$ cat config.mk
export PLATFORM = sky130hd
export DESIGN_NAME = id_ex_stage
export DESIGN_NICKNAME = d
export VERILOG_FILES = /design/src/rtl/id_ex_stage.sv
export SDC_FILE = /design/constraint.sdc
export NUM_CORES = 1
export LEC_CHECK = 0
export CELL_PAD_IN_SITES_DETAIL_PLACEMENT = 1
export CELL_PAD_IN_SITES_GLOBAL_PLACEMENT = 2
export CORE_ASPECT_RATIO = 0.7
export CORE_MARGIN = 10
export CORE_UTILIZATION = 23
export CTS_CLUSTER_DIAMETER = 120
export CTS_CLUSTER_SIZE = 16
export DETAILED_ROUTE_END_ITERATION = 10
export PLACE_DENSITY = 0.82
export RECOVER_POWER = 100
export SETUP_SLACK_MARGIN = 0.4
export SLEW_MARGIN = 20
export SYNTH_ARGS = -nofsm -noshare
export SYNTH_HDL_FRONTEND = slang
export SYNTH_SLANG_ARGS = --single-unit
$ cat constraint.sdc
create_clock -name iCLK -period 2.4 [get_ports iCLK]
set_clock_uncertainty 0.1 [all_clocks]
set_input_delay 0.48 -clock iCLK [delete_from_list [all_inputs] [get_ports iCLK]]
set_output_delay 0.48 -clock iCLK [all_outputs]
set_load 0.1 [all_outputs]
$ cat src/rtl/id_ex_stage.sv
// ID/EX pipeline register with write-back bypass, load-use bubble insertion
// and a saturating bubble counter.
module id_ex_stage #(
  parameter int DATA_W = 32,
  parameter int REG_W  = 5,
  parameter int CNT_W  = 16
) (
  input  logic              iCLK,
  input  logic              iRST,
  input  logic              iStall,
  input  logic              iFlush,
  input  logic              iValidID,
  input  logic [DATA_W-1:0] iPCID,
  input  logic [DATA_W-1:0] iImmID,
  input  logic [REG_W-1:0]  iRs1,
  input  logic [REG_W-1:0]  iRs2,
  input  logic [REG_W-1:0]  iRd,
  input  logic [DATA_W-1:0] iReadData1,
  input  logic [DATA_W-1:0] iReadData2,
  input  logic              iRegWriteID,
  input  logic              iMemReadID,
  input  logic              iWBRegWrite,
  input  logic [REG_W-1:0]  iWBReg,
  input  logic [DATA_W-1:0] iWBData,
  output logic              oValidEX,
  output logic [DATA_W-1:0] oPCEX,
  output logic [DATA_W-1:0] oImmEX,
  output logic [DATA_W-1:0] oRs1ValEX,
  output logic [DATA_W-1:0] oRs2ValEX,
  output logic [REG_W-1:0]  oRs1EX,
  output logic [REG_W-1:0]  oRs2EX,
  output logic [REG_W-1:0]  oRdEX,
  output logic              oRegWriteEX,
  output logic              oMemReadEX,
  output logic              oStallID,
  output logic [CNT_W-1:0]  oBubbleCnt
);

  logic              valid_q, valid_d;
  logic [DATA_W-1:0] pc_q, pc_d;
  logic [DATA_W-1:0] imm_q, imm_d;
  logic [DATA_W-1:0] rs1Val_q, rs1Val_d;
  logic [DATA_W-1:0] rs2Val_q, rs2Val_d;
  logic [REG_W-1:0]  rs1_q, rs1_d;
  logic [REG_W-1:0]  rs2_q, rs2_d;
  logic [REG_W-1:0]  rd_q, rd_d;
  logic              regWrite_q, regWrite_d;
  logic              memRead_q, memRead_d;
  logic [CNT_W-1:0]  bubbleCnt_q, bubbleCnt_d;

  logic [DATA_W-1:0] op1;
  logic [DATA_W-1:0] op2;
  logic              wbHit1;
  logic              wbHit2;
  logic              hazard;
  logic              cntSat;

  // A WB write in the same cycle would only reach the bank on the next edge,
  // so its data is taken directly here; x0 is hard-wired and never bypassed.
  assign wbHit1 = iWBRegWrite && (iWBReg != '0) && (iWBReg == iRs1);
  assign wbHit2 = iWBRegWrite && (iWBReg != '0) && (iWBReg == iRs2);
  assign op1    = wbHit1 ? iWBData : iReadData1;
  assign op2    = wbHit2 ? iWBData : iReadData2;

  assign hazard = valid_q && memRead_q && (rd_q != '0) && iValidID &&
                  ((rd_q == iRs1) || (rd_q == iRs2));

  assign oStallID = iStall | (hazard & ~iFlush);
  assign cntSat   = &bubbleCnt_q;

  always_comb begin
    valid_d     = valid_q;
    pc_d        = pc_q;
    imm_d       = imm_q;
    rs1Val_d    = rs1Val_q;
    rs2Val_d    = rs2Val_q;
    rs1_d       = rs1_q;
    rs2_d       = rs2_q;
    rd_d        = rd_q;
    regWrite_d  = regWrite_q;
    memRead_d   = memRead_q;
    bubbleCnt_d = bubbleCnt_q;

    if (iFlush) begin
      valid_d    = 1'b0;
      regWrite_d = 1'b0;
      memRead_d  = 1'b0;
    end else if (!iStall) begin
      if (hazard) begin
        valid_d    = 1'b0;
        regWrite_d = 1'b0;
        memRead_d  = 1'b0;
        if (!cntSat) begin
          bubbleCnt_d = bubbleCnt_q + 1'b1;
        end
      end else begin
        valid_d    = iValidID;
        pc_d       = iPCID;
        imm_d      = iImmID;
        rs1Val_d   = op1;
        rs2Val_d   = op2;
        rs1_d      = iRs1;
        rs2_d      = iRs2;
        rd_d       = iRd;
        regWrite_d = iRegWriteID & iValidID;
        memRead_d  = iMemReadID & iValidID;
      end
    end
  end

  always_ff @(posedge iCLK) begin
    if (iRST) begin
      valid_q     <= 1'b0;
      pc_q        <= '0;
      imm_q       <= '0;
      rs1Val_q    <= '0;
      rs2Val_q    <= '0;
      rs1_q       <= '0;
      rs2_q       <= '0;
      rd_q        <= '0;
      regWrite_q  <= 1'b0;
      memRead_q   <= 1'b0;
      bubbleCnt_q <= '0;
    end else begin
      valid_q     <= valid_d;
      pc_q        <= pc_d;
      imm_q       <= imm_d;
      rs1Val_q    <= rs1Val_d;
      rs2Val_q    <= rs2Val_d;
      rs1_q       <= rs1_d;
      rs2_q       <= rs2_d;
      rd_q        <= rd_d;
      regWrite_q  <= regWrite_d;
      memRead_q   <= memRead_d;
      bubbleCnt_q <= bubbleCnt_d;
    end
  end

  assign oValidEX    = valid_q;
  assign oPCEX       = pc_q;
  assign oImmEX      = imm_q;
  assign oRs1ValEX   = rs1Val_q;
  assign oRs2ValEX   = rs2Val_q;
  assign oRs1EX      = rs1_q;
  assign oRs2EX      = rs2_q;
  assign oRdEX       = rd_q;
  assign oRegWriteEX = regWrite_q;
  assign oMemReadEX  = memRead_q;
  assign oBubbleCnt  = bubbleCnt_q;

endmodule
==> impl_metrics.toml <==
[run_status]
status = "finished, final reports clean"

[clocking]
insertion_delay_ns = 0.43
clock_path_buffers = 2
numClockSinks = 162
cts.clk_slew.worst_paths_ns = 0.07
numCtsBuffers = 17
cts_tree = "done"
h-tree-depth = 4
clock_tree.root_cell = "clkbuf_16"

[min_path]
worstHoldStart = "iRs1[2]"
hold_path.class = "in -> reg"

[timing]
final-hold-violation-count = 0
tightest_slew_ns = 0.931
slew_viol_final = 0
min_period_ns = 2.40
fmax_ghz = 0.417
slew_headroom = 0.379
setup_viol_count_final = 0
holdWs_ns = 0.364
fin_setup_tns_ns = 0
period_share = 0.999
grt_setup_unrepaired = "yes"

[worst_setup_path]
cp-startpoint = "iValidID"
required_ns = 1.82
worstPathArrival_ns = 1.82
endpoint_kind = "output pin"
critPathKind = "in -> out"
r2r-end = "oPCEX[28]"
crit_fanout = 5
r2r_cells = 13
reg2reg_from = "oRdEX[2]"
critPathCapture = "oStallID"
worst_setup_path_start_kind = "input pin"
reg2reg_slack_ns = 0.03

[routing]
via_count = 6886
drt-pass1-iter-count = 4
wl_per_cell_um = 22.7
routed_wl_mm = 34.2
drtIter0Drc = 221
vias_per_cell = 4.56
drc = 0
drtAntennaViolNets = 0

[synth]
synthFlopType = "dfxtp_1"
synth_nets = 871
ys_seq_area_frac = 0.470
async_flop_share = 0
synth-edff-count = 0
netlist_area_sq_um = 6900
yosysWarnings = 0
avgSynthCellArea_sq_um = 10.1
synth_cells = 682
ys_ff_latch = 162
synthDistinctLibCells = 38

[floorplanning]
coreArea_sq_um = 29200
pin_count = 351
die_h_um = 165
num_rows = 52
start_util = 0.236
dieWidth_um = 227
fp.dieArea_sq_um = 37400

[global_route]
grt_max_degree = 85
antenna_found_initial = 4
grt_pass1_wl_mm = 46.1
grt_pass1_vias = 7393
grt_usage = 0.162
grt_overflow = 0

[pwr]
peakVddDrop_mv = 0.400
p_leak_nw = 5.30
p_per_area_nw_per_um2 = 608

[placed_design]
dp.cells = 1407
dp_hpwl_mm = 23.1
gp_congestion = 0.806
placed_cell_area_sq_um = 10800
io_buffers = 350

[job]
cap_viol_max_count = 0

[finish]
drive_gt1_frac = 0.460
area_delta_synth_final_pct = 94.1
nNetsFinal = 1303
nFillCells = 3152
layout.cells.non_filler = 1509
final_area_sq_um = 13400
where the power goes:
group          switching, mW  internal [mW]  total (mW)  leakage [nW]
logic                   1.60          0.880        2.48          3.68
clock network           1.28           1.46        2.74         0.276
registers              0.118           2.81        2.92          1.35
total                   3.00           5.15        8.15          5.30
cell families after synthesis:
kind of cell,after synthesis,synth area share
xor gates and xnor gates,23,0.0292
DFF,162,0.470
muxes,149,0.217
and+or+nand+nor,209,0.136
buffers and inverters,54,0.0546
AOI/OAI and AO/OA,84,0.0914
adders and majority gates,1,0.00181
critical path: stages:
cell and delay [ns]:
clkdlybuf4s50_1 0.47, nand3_1 0.11, a21oi_2 0.12, buf_4 0.17, nand2_2 0.09, o21bai_4 0.16
buf_12 0.19
layout make-up:
cell class,instances,area [sq um],share of cell area
tap,378,473,0.0353
multi-input combinational,466,4360,0.325
inverter,5,18.8,0.00140
clock inverter,15,144,0.0107
clock buffer,17,425,0.0318
sequential,162,3320,0.248
timing repair buffer,462,4650,0.347
antenna,4,10.0,0.000747
Yosys cell counts (all sizes together), types with 2 or more instances:
cell / instances / share of area
dfxtp: 162 / 0.47
nor2: 159 / 0.087
mux2i: 144 / 0.21
a211oi: 65 / 0.071
buf: 30 / 0.042
clkbuf: 19 / 0.010
xnor2: 17 / 0.022
nand3: 8 / 0.0080
nor3: 8 / 0.0058
a21oi: 7 / 0.0056
nand2: 7 / 0.0038
nand4: 7 / 0.0073
xor2: 6 / 0.0076
inv: 5 / 0.0027
mux2: 5 / 0.0082
nor2b: 5 / 0.0045
or4: 5 / 0.0054
nor4: 4 / 0.0080
o21ai: 3 / 0.0022
o31ai: 3 / 0.0033
or3: 3 / 0.0027
a32oi: 2 / 0.0025
routing by layer:
metal  share of wire  GRT usage  vias up
li1                -          -     3296
met1            0.42      0.185     3382
met2            0.49      0.275      195
met3           0.078     0.0670       13
met4          0.0096     0.0441        0
met5               0          0        -
cells in the final DEF, fill, tap and decap left out, types with 6 or more instances in the layout:
cell type,n
a211oi_2,60
a21oi_2,6
buf_12,24
buf_16,20
buf_4,54
buf_6,20
buf_8,10
clkbuf_16,29
clkbuf_2,139
clkdlybuf4s50_1,171
dfxtp_1,139
dfxtp_4,20
inv_6,6
mux2i_1,132
mux2i_2,11
nand4_1,6
nor2_1,95
nor2_4,60
xnor2_1,6
xnor2_2,11
xor2_1,6
worst min-delay path by stage:
stage,endpoint,cells after the start
floorplan,oMemReadEX,1
global placement,oImmEX[17],2
detailed placement,oPCEX[12],2
CTS,oRs1ValEX[1],2
global route,oRs1EX[2],4
finish,oRs1EX[2],4
through the flow:
step	utilization	power (mW)	setup slack [ns]
after global routing	0.458	8.48	-0.0971
after floorplan	-	4.34	0.132
final	0.458	8.15	0.00162
after global placement	0.369	5.06	-0.367
after detailed placement	0.369	5.08	-0.406
after CTS	0.417	8.04	-0.0135
flip-flops by register name, indices dropped and copies added (netlist names):
name,flops
oRs2ValEX,32
oRs1EX,5
oImmEX,32
oRs2EX,5
oRdEX,5
oPCEX,32
oBubbleCnt,16
oValidEX,1
oMemReadEX,1
oRegWriteEX,1
oRs1ValEX,32
repair_timing:
item | 4_1_cts | 5_1_grt
cloned | 16 | 15
hold buffers | 0 | 0
setup buffers | 18 | 17
pin swaps | 37 | 77
setup endpoints to repair | 158 | 158
gates resized for setup | 50 | 272
(Power assumes the default switching activity.)
